===== src/rtl/shifter_pkg.sv =====
// Shared types and the one-bit step helper for the multi-cycle left shifter.
// The rotate variant is selected in shl_step by LEFT_SHIFTER_SEQ_ROTATE_EN.
package shifter_pkg;

    localparam int SHL_DEFAULT_WIDTH = 8;

    typedef enum logic [1:0] {
        IDLE,
        SHIFT,
        DONE
    } shl_state_t;

    // Bit entering the LSB on one step: the old MSB when rotating, zero when shifting.
    function automatic logic shl_fill_bit(input logic msb, input logic rotate);
        return rotate ? msb : 1'b0;
    endfunction

endpackage


===== src/rtl/shl_step.sv =====
// Combinational one-bit left step: next word plus the bit leaving the MSB.
// Build macro LEFT_SHIFTER_SEQ_ROTATE_EN turns the zero-filling shift into a rotate.
module shl_step
    import shifter_pkg::*;
#(
    parameter int WIDTH = SHL_DEFAULT_WIDTH
) (
    input  logic [WIDTH-1:0] i_data,
    output logic [WIDTH-1:0] o_data,
    output logic             o_carry
);

`ifdef LEFT_SHIFTER_SEQ_ROTATE_EN
    localparam logic ROTATE = 1'b1;
`else
    localparam logic ROTATE = 1'b0;
`endif

    assign o_carry = i_data[WIDTH-1];
    assign o_data  = {i_data[WIDTH-2:0], shl_fill_bit(i_data[WIDTH-1], ROTATE)};

endmodule


===== src/rtl/left_shifter_seq.sv =====
// Multi-cycle left shifter: one bit per clock, valid/ready on both sides, one operation in flight.
// LEFT_SHIFTER_SEQ_ROTATE_EN (via shl_step) selects rotate-left; ports and timing are unchanged.
module left_shifter_seq
    import shifter_pkg::*;
#(
    parameter int WIDTH   = SHL_DEFAULT_WIDTH,
    parameter int SHAMT_W = $clog2(WIDTH)
) (
    input  logic               clk,
    input  logic               rst,
    input  logic               in_valid,
    output logic               in_ready,
    input  logic [WIDTH-1:0]   in_data,
    input  logic [SHAMT_W-1:0] in_shamt,
    output logic               out_valid,
    input  logic               out_ready,
    output logic [WIDTH-1:0]   out_data,
    output logic               out_carry,
    output logic               busy
);

    localparam logic [SHAMT_W-1:0] COUNT_ONE = SHAMT_W'(1);

    shl_state_t         r_state;
    shl_state_t         w_state_next;
    logic [WIDTH-1:0]   r_data;
    logic [WIDTH-1:0]   w_step_data;
    logic [SHAMT_W-1:0] r_count;
    logic               r_carry;
    logic               w_step_carry;
    logic               w_accept;

    shl_step #(
        .WIDTH (WIDTH)
    ) u_step (
        .i_data  (r_data),
        .o_data  (w_step_data),
        .o_carry (w_step_carry)
    );

    assign w_accept  = (r_state == IDLE) && in_valid;
    assign out_data  = r_data;
    assign out_carry = r_carry;

    // NOTE: registered state is updated with non-blocking assignments only.
    always_ff @(posedge clk or posedge rst) begin
        if (rst) begin
            r_state <= IDLE;
        end else begin
            r_state <= w_state_next;
        end
    end

    // NOTE: every signal written here gets a default first, so no path can infer a latch.
    always_comb begin
        w_state_next = r_state;
        in_ready     = 1'b0;
        out_valid    = 1'b0;
        busy         = 1'b1;
        case (r_state)
            IDLE: begin
                in_ready = 1'b1;
                busy     = 1'b0;
                if (in_valid) begin
                    w_state_next = (in_shamt == '0) ? DONE : SHIFT;
                end
            end
            SHIFT: begin
                if (r_count == COUNT_ONE) begin
                    w_state_next = DONE;
                end
            end
            DONE: begin
                out_valid = 1'b1;
                if (out_ready) begin
                    w_state_next = IDLE;
                end
            end
            default: begin
                w_state_next = IDLE;
            end
        endcase
    end

    // The result registers double as the output holding registers while DONE waits.
    always_ff @(posedge clk or posedge rst) begin
        if (rst) begin
            r_data  <= '0;
            r_count <= '0;
            r_carry <= 1'b0;
        end else if (w_accept) begin
            r_data  <= in_data;
            r_count <= in_shamt;
            r_carry <= 1'b0;
        end else if (r_state == SHIFT) begin
            r_data  <= w_step_data;
            r_carry <= w_step_carry;
            r_count <= r_count - COUNT_ONE;
        end
    end

endmodule


===== config.mk =====
export PLATFORM = sky130hd
export DESIGN_NAME = left_shifter_seq
export DESIGN_NICKNAME = d
export VERILOG_FILES = /design/src/rtl/shifter_pkg.sv /design/src/rtl/shl_step.sv /design/src/rtl/left_shifter_seq.sv
export SDC_FILE = /design/constraint.sdc
export NUM_CORES = 1
export LEC_CHECK = 0
export ABC_CLOCK_PERIOD_IN_PS = 1200
export CAP_MARGIN = 20
export CORE_ASPECT_RATIO = 1.5
export CORE_MARGIN = 5
export CORE_UTILIZATION = 39
export DETAILED_ROUTE_END_ITERATION = 16
export PLACE_DENSITY = 0.82
export SKIP_CTS_REPAIR_TIMING = 1
export SLEW_MARGIN = 20
export SYNTH_ARGS = -nofsm -noshare
export SYNTH_HDL_FRONTEND = slang
export SYNTH_SLANG_ARGS = --single-unit

===== constraint.sdc =====
create_clock -name clk -period 1.2 [get_ports clk]
set_clock_uncertainty 0.1 [all_clocks]
set_input_delay 0.18 -clock clk [delete_from_list [all_inputs] [get_ports clk]]
set_output_delay 0.18 -clock clk [all_outputs]
set_load 0.02 [all_outputs]

==> metrics.md, run 1 <==
| Metric | Value |
|---|---|
| Outcome | finished with violations |
| Violated checks | negative setup slack |
| Post-Synthesis Cells | 82 |
| Initial antenna violation count | 0 |
| Post-route DRC violation count | 0 |
| Element type at the critical path end | flip-flop |
| Count of antenna-violating nets left after detailed routing | 0 |
| Placement-stage cell area | 0.00117 sq mm |
| Total wire length | 2320 um |
| Number of non-filler instances in the completed layout | 149 |
| Class of the tightest hold or removal check | in2async |
| HPWL after detailed placement | around 1700 um |
| Critical Setup Path Class | reg2reg |
| Setup repair after global routing missed its margin | true |
| Insertion delay of the later-clocked pin in the worst-skew pair | slightly below 0.3 ns |
| Die width | 46.4 um |
| Launching element type of the critical path | flip-flop |
| Pwr/cell area | 2500 mW/mm^2 |
| Share of the yosys chip area belonging to registers | 0.452 |
| Wire length of the first global-routing pass | ~3500 um |
| CTS buffer count | 3 |
| Synthesized netlist net count | 99 |
| First-pass iteration count of the detailed router | 3 |
| Clock-pin slew on the worst setup and hold paths | roughly 0.090 ns |
| Total non-filler cell area in the finished layout | 0.00128 sq mm |
| Maximum clock frequency | 0.711 GHz |
| Leakage power | 0.000675 uW |
| Slew Viols, Final | 0 |
| Total instance count after detailed placement | 142 |
| Vias post-DR | ~790 |
| Gr usage total | 0.165 |
| Tcrit/Tclk final | 1.17 |
| Routed wirelength normalized by instance count | 15.6 um |
| Vertical die dimension | 64.6 um |
| Area growth from synthesis to final layout | 65.4% |
| # fillers | 151 |
| Buffers on Ports | 26 |
| Number of sinks on the clock net | 14 |
| Synth Warn # | 0 |
| Count of endpoints failing setup in the final report | 17 |
| TritonCTS clock tree | yes |
| Pin count of the biggest net entering global routing | 15 |
| Total global routing overflow | 0 |
| Number of flip-flops and latches in the synthesized netlist | 14 |
| Number of DRC violations after detailed-routing iteration 0 | 24 |
| Count of standard-cell rows | 19 |
| Post-layout min period | 1.41 ns |
| Mapped Area | 774 sq um |
| Number of max-cap violations | 0 |
| Core footprint | between 0.0015 and 0.002 sq mm |
| Layout cells sized above 1 | 0.359 |
| Global placement routability congestion | 0.811 |
| Number of library cell types mapped by synthesis | 26 |
| Vias in the first global route | between 800 and 900 |
| Commonest non-fill, non-tap cell in the layout | sky130_fd_sc_hd__buf_4 |
| Worst Path Max Fanout | 13 |
| Worst EP required | 1.28 ns |
| Total power | 3200 uW |
| Die area | ~0.003 sq mm |
| Arrival time of the worst setup path | 1.48 ns |
| Layout Nets | 146 |
| Maximum clock path buffer count | 2 |
| Detail-routed via count per cell | ~5.3 |
| PnR worst setup slack | -0.206 ns |
| End-of-flow core utilization | 0.691 |
| H-Tree Depth | 1 |
| Num ports | 27 |
| Avg Inst Size Synth | 9.45 sq um |
| Max transition margin | 0.844 |
| Initial cell density of the core | 0.418 |
| Most frequent cells in the layout | sky130_fd_sc_hd__buf_4 (17), sky130_fd_sc_hd__clkdlybuf4s50_1 (14), sky130_fd_sc_hd__dfrtp_1 (12), sky130_fd_sc_hd__a21oi_1 (9), sky130_fd_sc_hd__o21ai_1 (8) |
| Root cell of the clock tree | sky130_fd_sc_hd__clkbuf_4 |
| Slew of the pin with the lowest slew margin | 0.232 ns |
| Antenna Cells | 0 |
| Final hold violation count | 0 |
| Largest vdd supply drop | 1.44 mV |
-- routing by layer --
metal | vias up | wire length (um) | GRT usage
li1 | 378 | - | -
met1 | 388 | 823 | 0.186
met2 | 17 | 1330 | 0.276
met3 | 4 | 102 | 0.0166
met4 | 0 | 65 | 0.110
met5 | - | 0 | 0
-- worst max-delay path, cell delays in order (launching register included) --
cell and delay [ns]:
sky130_fd_sc_hd__dfrtp_2 0.45, sky130_fd_sc_hd__buf_6 0.17, sky130_fd_sc_hd__or3b_1 0.38, sky130_fd_sc_hd__a21oi_1 0.14
sky130_fd_sc_hd__a21oi_1 0.05
-- sequential cells by signal, indices dropped and copies added, names as in the netlist --
name / cells
out_carry: 1
r_state: 2
out_data: 8
r_count: 3
-- path summary, 6_finish.rpt --
kind	cells after the start	end	slack [ns]	from
hold reg to reg	1	r_count[2]	0.45	r_count[2]
setup reg to reg	4	r_count[0]	-0.21	r_state[0]
hold / removal	3	out_data[2]	0.07	rst
min in group clk	2	out_data[0]	0.41	in_data[0]
setup / recovery	4	r_count[0]	-0.21	r_state[0]
max in group asynchronous	3	r_state[0]	0.73	rst
-- cells in the mapped netlist, drive strengths merged --
cell type,number,area [sq um]
a32o,2,20.0
clkbuf,1,3.75
and3b,6,52.6
nor2b,1,6.26
a32oi,1,8.76
a2bb2oi,1,8.76
nor2,2,7.51
nor3b,2,20.0
nor3,1,5.00
dfrtp,14,350
o22a,1,8.76
a31oi,1,6.26
o21bai,1,11.3
o21ai,9,45.0
ha,2,25.0
nand2,8,30.0
nand2b,1,6.26
a21oi,11,55.1
or3,1,6.26
or3b,1,8.76
buf,6,51.3
a22oi,1,7.51
inv,8,30.0
-- layout make-up --
type / instances / area, sq um / share of cell area
clock buffers: 4 / 36.3 / 0.0283
inverters: 8 / 30.0 / 0.0234
multi-input cells: 53 / 379 / 0.296
flip-flops and latches: 14 / 353 / 0.275
well taps: 21 / 26.3 / 0.0205
repair buffers: 49 / 457 / 0.356
-- kinds of logic after synthesis --
kind of cell	after synthesis	share of synthesized area
AO/OA/AOI/OAI	28	0.221
AND/OR/NAND/NOR	23	0.184
buffers and inverters	15	0.110
flip-flops	14	0.452
adder cells (fa/ha/maj)	2	0.0323
-- where the power goes --
group	leakage, uW	switching, uW	internal [uW]	total (uW)
clock network	0.0000210	167	185	352
registers	0.000171	154	682	836
logic	0.000483	976	1040	2010
total	0.000675	1300	1900	3200
-- per-stage QoR --
stage	TNS, ns	hold WS, ns	setup WS [ns]
after CTS	-7.54	0.0785	-0.624
after detailed placement	-4.55	0.394	-0.328
final	-1.65	0.0683	-0.206
after floorplan	-0.0230	-0.0308	-0.0173
after global routing	-2.70	0.113	-0.264
after global placement	-3.76	0.391	-0.278
Note: power is estimated with default switching activity, not from simulation.
==> run 2, diff against run 1 <==
--- a/config.mk
+++ b/config.mk
@@ -6,12 +6,12 @@
 export NUM_CORES = 1
 export LEC_CHECK = 0
 export ABC_CLOCK_PERIOD_IN_PS = 1200
-export CAP_MARGIN = 20
+export CAP_MARGIN = 0
 export CORE_ASPECT_RATIO = 1.5
 export CORE_MARGIN = 5
 export CORE_UTILIZATION = 39
 export DETAILED_ROUTE_END_ITERATION = 16
-export PLACE_DENSITY = 0.82
+export PLACE_DENSITY = 0.7
 export SKIP_CTS_REPAIR_TIMING = 1
 export SLEW_MARGIN = 20
 export SYNTH_ARGS = -nofsm -noshare
==> run 2 against run 1 <==
Against the previous run:
- utilization increased by 7.6 points
- combinational power increased by 23%
- critical endpoint is now r_count[2]
- the flow still finishes with violations (negative setup slack)
- sequential cell count is the same
- via count grew 3.7%
- largest cell class unchanged
- first-iteration DRC count fell by 58%
- hold slack improved by 0.017 ns
- routed wire length increased by 5.6%
==> metrics.md, run 2 (synthesis results as in run 1) <==
| Metric | Value |
|---|---|
| Outcome | finished with violations |
| Violated checks | negative setup slack |
| Layout cells sized above 1 | 0.438 (+0.0786) |
| Post-route DRC violation count | 0 (unchanged) |
| Tcrit/Tclk final | 1.18 (+0.0127) |
| End-of-flow core utilization | 0.767 (+0.0756) |
| Largest vdd supply drop | 1.52 mV (+5.2%) |
| Number of sinks on the clock net | 14 (unchanged) |
| H-Tree Depth | 1 (unchanged) |
| Vertical die dimension | 64.6 um (unchanged) |
| Class of the tightest hold or removal check | in2async |
| Initial antenna violation count | 0 (unchanged) |
| Global placement routability congestion | 0.771 (-4.9%) |
| Max transition margin | 0.757 (-0.0869) |
| Clock-pin slew on the worst setup and hold paths | 0.09 ns (about the same) |
| GR Layer Usage met3 | 0.0277 (+0.0111) |
| Routed wirelength normalized by instance count | 15.5 um (-0.45%) |
| Post-layout min period | 1.42 ns (+0.0153 ns) |
| HPWL after detailed placement | 1500 um (-10%) |
| Worst EP required | 1.28 ns (about the same) |
| Critical Setup Path Class | reg2reg |
| Final hold violation count | 0 (unchanged) |
| Number of DRC violations after detailed-routing iteration 0 | 10 (-58%) |
| TritonCTS clock tree | yes |
| Count of antenna-violating nets left after detailed routing | 0 (unchanged) |
| Largest register FFs | 8 (unchanged) |
| Buffers on Ports | 26 (unchanged) |
| Met2 routing resource usage after global routing | 0.241 (-0.0345) |
| Number of max-cap violations | 0 (unchanged) |
| Maximum clock path buffer count | 2 (unchanged) |
| Setup repair after global routing missed its margin | true |
| Die area | 0.00300 sq mm (unchanged) |
| Commonest non-fill, non-tap cell in the layout | sky130_fd_sc_hd__buf_4 |
| Count of standard-cell rows | 19 (unchanged) |
| Slew of the pin with the lowest slew margin | 0.362 ns (+0.129 ns) |
| Insertion delay of the later-clocked pin in the worst-skew pair | 0.28 ns (about the same) |
| Pin count of the biggest net entering global routing | 15 (unchanged) |
| Wire length of the first global-routing pass | 3240 um (-8.7%) |
| Element type at the critical path end | flip-flop |
| Arrival time of the worst setup path | 1.50 ns (+0.02 ns) |
| Number of non-filler instances in the completed layout | 158 (+6.0%) |
| PnR worst setup slack | -0.221 ns (-0.0153 ns) |
| Total wire length | 2450 um (+5.6%) |
| Delay of the slowest cell on the worst path | 0.48 ns (+0.03 ns) |
| Maximum clock frequency | 0.704 GHz (-1.1%) |
| CP max stage cell | sky130_fd_sc_hd__dfrtp_2 |
| Reg2reg path depth | 5 (+1) |
| Total instance count after detailed placement | 141 (-0.70%) |
| Count of endpoints failing setup in the final report | 16 (-1) |
| Leakage power | 0.000750 uW (+11%) |
| Endpoint of the most critical register-to-register path | r_count[2] |
| CTS buffer count | 3 (unchanged) |
| GRT busiest layer | met2 |
| Num ports | 27 (unchanged) |
| Core footprint | 0.00185 sq mm (unchanged) |
| Met1 layer usage reported by global route | 0.169 (-0.0172) |
| Kind of cell with the highest combined delay on the critical path | flip-flops |
| Launching element type of the critical path | flip-flop |
| Initial cell density of the core | 0.418 (unchanged) |
| Most frequent cells in the layout | sky130_fd_sc_hd__buf_4 (21), sky130_fd_sc_hd__clkdlybuf4s50_1 (14), sky130_fd_sc_hd__dfrtp_1 (12), sky130_fd_sc_hd__buf_6 (10), sky130_fd_sc_hd__a21oi_1 (9) |
| Detail-routed via count per cell | 5.16 (-2.2%) |
| Antenna Cells | 0 (unchanged) |
| Vias in the first global route | 784 (-3.4%) |
| Cells traversed along the worst timing path | buf_4 > clkbuf_16 > nor3b_2 > a31oi_1 > o22a_1 |
| Worst flop-to-flop path startpoint | r_state[0] |
| Layout Nets | 155 (+6.2%) |
| Number of buffer and inverter instances along the worst setup path | 2 (+1) |
| Pre-CTS setup slack | -0.314 ns (+0.0139 ns) |
| Worst Path Max Fanout | 5 (-8) |
| Total global routing overflow | 0 (unchanged) |
| Slew Viols, Final | 0 (unchanged) |
| Root cell of the clock tree | sky130_fd_sc_hd__clkbuf_4 |
| Area growth from synthesis to final layout | 83.5% |
| First-pass iteration count of the detailed router | 4 (+1) |
| Register-to-register setup slack | -0.22 ns (-0.02 ns) |
| Vias post-DR | 816 (+3.7%) |
| Gr usage total | 0.145 (-0.0200) |
| Die width | 46.4 um (unchanged) |
| Pwr/cell area | 2580 mW/mm^2 (+3.1%) |
run 2: worst min-delay path, delay by kind of cell:
| family | cells | cell delay [ns] |
|---|---|---|
| buffers and inverters | 3 | 0.65 |
run 2: where the power goes:
part	switching (uW)	total [uW]	internal [uW]	leakage, uW
registers	164	846	682	0.000171
clock network	161	346	184	0.0000210
logic	1090	2470	1380	0.000558
total	1420	3660	2240	0.000750
run 2: worst max-delay path by stage:
stage / from / to / slack, ns / cells after the start
global placement: r_state[1] / out_valid / -0.28 / 3
global route: r_state[0] / r_count[0] / -0.26 / 4
CTS: r_state[1] / out_valid / -0.62 / 3
finish: r_state[0] / r_count[2] / -0.22 / 5
detailed placement: r_state[1] / out_valid / -0.31 / 3
floorplan: r_state[0] / r_count[0] / -0.02 / 4
run 2: area by class of cell:
| cell class | count | area (sq um) |
|---|---|---|
| repair buffers | 58 | 581 |
| fillers | 137 | 433 |
| inverters | 8 | 30.0 |
| clock buffers | 4 | 36.3 |
| flip-flops and latches | 14 | 353 |
| well taps | 21 | 26.3 |
| multi-input cells | 53 | 395 |
run 2: through the flow:
step                TNS [ns]  area, sq um  hold WS (ns)  power, uW
floorplan            -0.0230          792       -0.0308       1840
CTS                    -7.95         1200        0.0954       2940
global route           -3.01         1420         0.103       3900
detailed placement     -4.37         1160         0.402       2600
global placement       -3.85         1160         0.384       2540
finish                 -2.12         1420        0.0857       3660
run 2: routing by layer:
layer / wire length (um) / share of wire
met1: 968 / 0.40
met2: 1320 / 0.54
met3: 126 / 0.052
met4: 31 / 0.013
met5: 0 / 0
==> run 3, diff against run 2 <==
--- a/config.mk
+++ b/config.mk
@@ -7,11 +7,13 @@
 export LEC_CHECK = 0
 export ABC_CLOCK_PERIOD_IN_PS = 1200
 export CAP_MARGIN = 0
+export CELL_PAD_IN_SITES_DETAIL_PLACEMENT = 1
+export CELL_PAD_IN_SITES_GLOBAL_PLACEMENT = 1
 export CORE_ASPECT_RATIO = 1.5
 export CORE_MARGIN = 5
-export CORE_UTILIZATION = 39
+export CORE_UTILIZATION = 29
 export DETAILED_ROUTE_END_ITERATION = 16
-export PLACE_DENSITY = 0.7
+export PLACE_DENSITY = 0.71
 export SKIP_CTS_REPAIR_TIMING = 1
 export SLEW_MARGIN = 20
 export SYNTH_ARGS = -nofsm -noshare
==> run 3 against run 2 <==
Against the previous run:
- the flow still finishes with violations (negative setup slack)
- sequential share of layout area decreased by 1.9 points
- global-route usage shrank 2.1 points
- utilization is 18 points lower
- critical endpoint is now busy
- largest power group unchanged
- highest routed layer unchanged
==> metrics.md, run 3 (synthesis results as in run 1) <==
| Metric | Value |
|---|---|
| Clock Power Share | 0.116 (+0.022) |
| Maximum clock frequency | 0.695 GHz (-1.3%) |
| Violated checks | negative setup slack |
| Detail-routed via count per cell | 4.74 (-8.1%) |
| Global placement routability congestion | 0.755 (-2.1%) |
| Vias post-DR | 835 (+2.3%) |
| Clock-pin slew on the worst setup and hold paths | 0.07 ns (-0.02 ns) |
| Number of sinks on the clock net | 14 (unchanged) |
| Total power | 4030 uW (+10%) |
| Commonest non-fill, non-tap cell in the layout | sky130_fd_sc_hd__buf_4 |
| Slew Viols, Final | 0 (unchanged) |
| Layout cells sized above 1 | 0.482 (+0.0441) |
| Tcrit/Tclk final | 1.20 (+0.0155) |
| Pin count of the biggest net entering global routing | 19 (+4) |
| Number of non-filler instances in the completed layout | 176 (+11%) |
| Most frequent cells in the layout | sky130_fd_sc_hd__buf_4 (25), sky130_fd_sc_hd__clkdlybuf4s50_1 (13), sky130_fd_sc_hd__dfrtp_1 (12), sky130_fd_sc_hd__dlymetal6s2s_1 (10), sky130_fd_sc_hd__a21oi_1 (8) |
| Gr usage total | 0.123 (-0.0214) |
| Vertical die dimension | 73.3 um (+13%) |
| Outcome | finished with violations |
| Max transition margin | 0.785 (+0.0279) |
| Switching Fraction | 0.389 (+0.00263) |
| Die area | 0.00383 sq mm (+28%) |
| Count of standard-cell rows | 23 (+4) |
| TritonCTS clock tree | yes |
| Routed wirelength normalized by instance count | 16.5 um (+6.3%) |
| Count of antenna-violating nets left after detailed routing | 0 (unchanged) |
| Count of endpoints failing setup in the final report | 16 (unchanged) |
| H-Tree Depth | 1 (unchanged) |
| Final hold violation count | 0 (unchanged) |
| Layout Nets | 157 (+1.3%) |
| Largest vdd supply drop | 1.61 mV (+6.3%) |
| Worst flop-to-flop path startpoint | r_state[0] |
| Antenna Cells | 0 (unchanged) |
| Pre-CTS setup slack | -0.441 ns (-0.127 ns) |
| First-pass iteration count of the detailed router | 3 (-1) |
| Net switching component of the power | 1570 uW (+11%) |
| Initial antenna violation count | 0 (unchanged) |
| Die width | 52.2 um (+13%) |
| Maximum clock path buffer count | 2 (unchanged) |
| Reg2reg path depth | 4 (-1) |
| Leakage power | 0.000823 uW (+9.7%) |
| Arrival time of the worst setup path | 1.16 ns (-0.34 ns) |
| Largest register FFs | 8 (unchanged) |
| CTS buffer count | 3 (unchanged) |
| Worst EP required | 0.92 ns (-0.36 ns) |
| Num ports | 27 (unchanged) |
| Pwr/cell area | 2620 mW/mm^2 (+1.8%) |
| HPWL after detailed placement | 1610 um (+6.8%) |
| Critical Setup Path Class | reg2out |
| Total internal power | 2460 uW (+9.5%) |
| Smallest hold slack | 0.127 ns (+0.0417 ns) |
| Total global routing overflow | 0 (unchanged) |
| Vias in the first global route | 811 (+3.4%) |
| Wire length of the first global-routing pass | 3560 um (+10%) |
| PnR worst setup slack | -0.240 ns (-0.0186 ns) |
| Element type at the critical path end | primary output |
| Buffers on Ports | 26 (unchanged) |
| Number of DRC violations after detailed-routing iteration 0 | 10 (unchanged) |
| Post-layout min period | 1.44 ns (+0.0186 ns) |
| Endpoint of the most critical register-to-register path | r_count[0] |
| Launching element type of the critical path | flip-flop |
| Relative contribution of combinational cells to total power | 0.674 (about the same) |
| Core footprint | 0.00262 sq mm (+41%) |
| Post-route DRC violation count | 0 (unchanged) |
| Number of max-cap violations | 0 (unchanged) |
| Setup repair after global routing missed its margin | true |
| Total wire length | 2900 um (+18%) |
| Slew of the pin with the lowest slew margin | 0.322 ns (-0.0397 ns) |
| Power share of the sequential group | 0.210 (-0.021) |
| Total instance count after detailed placement | 155 (+9.9%) |
| Register-to-register setup slack | -0.21 ns (about the same) |
| Class of the tightest hold or removal check | in2async |
| Area growth from synthesis to final layout | 98.4% |
| Worst Path Max Fanout | 5 (unchanged) |
| Initial cell density of the core | 0.296 (-0.122) |
| Insertion delay of the later-clocked pin in the worst-skew pair | 0.25 ns (-0.03 ns) |
| Root cell of the clock tree | sky130_fd_sc_hd__clkbuf_8 |
==> run 3: worst max-delay path by stage <==
stage                    start    endpoint  slack [ns]  cells past startpoint
floorplan           r_state[0]  r_count[0]       -0.02                      4
global placement    r_state[1]   out_valid       -0.43                      3
detailed placement  r_state[1]   out_valid       -0.44                      3
CTS                 r_state[1]   out_valid       -0.72                      3
global route        r_state[0]        busy       -0.28                      4
finish              r_state[0]        busy       -0.24                      4
==> run 3: per-layer routing <==
layer | GRT usage | routed length, um
met5 | 0 | 0
met4 | 0.0511 | 29
met3 | 0.0203 | 64
met2 | 0.234 | 1670
met1 | 0.130 | 1140
==> run 3: critical path, cell delays in order, from the launching register on <==
cell,delay [ns]
sky130_fd_sc_hd__dfrtp_2,0.46
sky130_fd_sc_hd__buf_4,0.17
sky130_fd_sc_hd__nor2_4,0.12
sky130_fd_sc_hd__inv_2,0.04
sky130_fd_sc_hd__buf_6,0.12
==> run 3: power by group through the flow <==
stage | registers (uW) | clock network [uW] | logic, uW
2_1_floorplan | 941 | 0 | 903
3_3_place_gp | 846 | 0 | 1660
3_5_place_dp | 853 | 0 | 1700
4_1_cts | 850 | 469 | 1710
5_1_grt | 873 | 501 | 2930
6_report | 844 | 468 | 2710
==> run 3: area by class of cell <==
class / instances / area [sq um]
Fill cell: 268 / 1080
Timing Repair Buffer: 60 / 607
Multi-Input combinational cell: 53 / 445
Sequential cell: 14 / 353
Clock buffer: 4 / 55.1
Tap cell: 37 / 46.3
Inverter: 8 / 30.0
==> run 3: per-stage QoR <==
stage                     instance area (sq um)   util  TNS [ns]
final                                      1540  0.587     -2.13
after global routing                       1540  0.587     -3.03
after CTS                                  1220  0.467     -7.95
after detailed placement                   1170  0.446     -5.22
after global placement                     1170  0.446     -4.78
after floorplan                             792      -   -0.0230
==> patch (flow settings as in run 3) <==
The 3 states of `shl_state_t` get a one-hot encoding in 3 bits.
--- a/src/rtl/shifter_pkg.sv
+++ b/src/rtl/shifter_pkg.sv
@@ -5,8 +5,8 @@
     localparam int SHL_DEFAULT_WIDTH = 8;
 
-    typedef enum logic [1:0] {
-        IDLE,
-        SHIFT,
-        DONE
+    typedef enum logic [2:0] {
+        IDLE  = 3'b001,
+        SHIFT = 3'b010,
+        DONE  = 3'b100
     } shl_state_t;
 
Behaviour: same outputs for any inputs over 10 cycles, from zero or initial values and one cycle with rst high; not proved beyond that.
==> patch against run 3 <==
  * The run still ends with negative setup slack left
  * Core utilization decreased by 6.0 points
  * Cell area shrank 9.3%
  * Cell count shrank 6.8%
  * Non-clock buffer count down 5
  * Area after synthesis grew 2.4%
  * Sequential power rose by 5.3%
  * Setup slack worse by 0.11 ns
  * Power is 13% lower
  * Sequential cell count up 1
  * Combinational power is 19% lower
  * Routed wire length is 13% lower
  * Critical endpoint is now r_count[1]$_DFFE_PP0P_
  * Largest power group unchanged
  * Highest routed layer unchanged
==> patch: results (changes against run 3) <==
GPL Wtd Cong - 0.7122 (was 0.7550)
router iterations before antenna repair - 3 (unchanged)
final setup margin - -0.3523 ns (was -0.2398 ns)
WP data arrival - 1.59 ns (was 1.16 ns)
hpwl dp - 1921 um (was 1605 um)
clock-pin slew on the worst setup and hold paths - 0.06 ns
port bufs - 26 (unchanged)
global routing usage on met2 - 25.97% (was 23.36%)
fraction of layout cells with a size suffix above 1 - 37.01% (was 48.20%)
Metal-1 WL - 837 um (was 1136 um)
placed cells - 157 (was 155)
Synth Area in XOR/XNOR - 1.104% (was 0%)
first-pass GRT wire length - 3857 um (was 3560 um)
Multi-input gate area - 390.4 sq um (was 445.4 sq um)
Synth Area per Inst - 11.17 sq um (was 9.445 sq um)
total track usage - 13.58% (was 12.33%)
initial antenna violation count - 0 (unchanged)
Hold WC Path Type - input pin to async pin (unchanged)
final setup vio count - 18 (was 16)
Detailed Route Iter0 Violations - 3 (was 10)
Slew headroom - 76.30% (was 78.51%)
pin count of the biggest net entering global routing - 16 (was 19)
Pleak - 0.7736 nW (was 0.8231 nW)
met3 Use GR - 2.806% (was 2.028%)
failing checks - negative setup slack (unchanged)
met3 wire len - 93 um (was 64 um)
DR vias - 778 (was 835)
Seq/Total Area, Yosys - 47.48% (was 45.23%)
nets - 145 (was 157)
H-tree level count - 1 (unchanged)
Post-Syn Nets - 88 (was 99)
maximum vdd drop - 0.001339 V (was 0.001611 V)
filler cell count - 298 (was 268)
met2 WL - 1508 um (was 1665 um)
Synth cell types - 28 (was 26)
met1 usage - 13.16% (was 13.04%)
DR WL/cell - 15.31 um (was 16.45 um)
adder-cell area share of the yosys netlist - 3.155% (was 3.231%)
CTS Buffer Depth - 2 (unchanged)
vias in the first global route - 854 (was 811)
reg-to-reg startpoint - r_state[0]$_DFFE_PP1P_ (was r_state[0]$_DFFE_PP0P_)
routed vias/inst - 4.744 (about the same)
Synth Area in Compound Gates - 23.19% (was 22.13%)
mux cell area share after synthesis - 0% (unchanged)
run status - complete, but fails checks (unchanged)
Post-synth top cells - dfrtp_1, a21o_1, a22o_1 (was dfrtp_1, a21oi_1, o21ai_0)
Synth area leaders - dfrtp_1, a22o_1, a21o_1, dfstp_2, ha_1 (was dfrtp_1, a21oi_1, and3b_1, o21ai_0, buf_6)
patch: worst max-delay path, stage by stage, from the launching register on:
cell and delay (ns):
dfstp_2 0.54, buf_6 0.12, and4bb_4 0.30, nor2_4 0.06
a221o_1 0.30
patch: layout make-up:
class,count,area share [%]
inverters,6,1.616
well taps,37,3.321
repair buffers,55,36.80
flip-flops and latches,15,27.02
clock buffers,4,3.232
multi-input cells,47,28.01
patch: per-stage QoR:
stage | cell area, sq um | setup slack (ns) | TNS [ns]
final | 1394 | -0.3523 | -4.840
after floorplan | 804.5 | -0.2895 | -2.818
after CTS | 1314 | -0.7646 | -10.20
after detailed placement | 1269 | -0.4831 | -7.349
after global routing | 1394 | -0.4074 | -5.877
after global placement | 1269 | -0.4687 | -7.014
patch: worst paths after layout:
kind | endpoint | slack, ns | cells past startpoint
setup / recovery | r_count[1]$_DFFE_PP0P_ | -0.35 | 4
hold / removal | out_data[0]$_DFFE_PP0P_ | 0.14 | 3
setup reg to reg | r_count[1]$_DFFE_PP0P_ | -0.35 | 4
hold reg to reg | out_carry$_DFFE_PP0P_ | 0.46 | 2
max in group asynchronous | r_state[0]$_DFFE_PP1P_ | 0.62 | 3
min in group clk | out_data[0]$_DFFE_PP0P_ | 0.44 | 3
patch: cell families (layout without fill, tap and decap cells):
kind of cell / after synthesis / after routing
DFF: 15 / 15
adders and majority gates: 2 / 2
AOI/OAI and AO/OA: 24 / 24
xor gates and xnor gates: 1 / 1
and+or+nand+nor: 19 / 20
buffers and inverters: 10 / 65
patch: power by group:
part | switching, mW | internal [mW] | total [mW]
Clock | 0.177 | 0.236 | 0.412
Combinational | 0.991 | 1.20 | 2.20
Sequential | 0.133 | 0.756 | 0.889
Total | 1.30 | 2.20 | 3.50
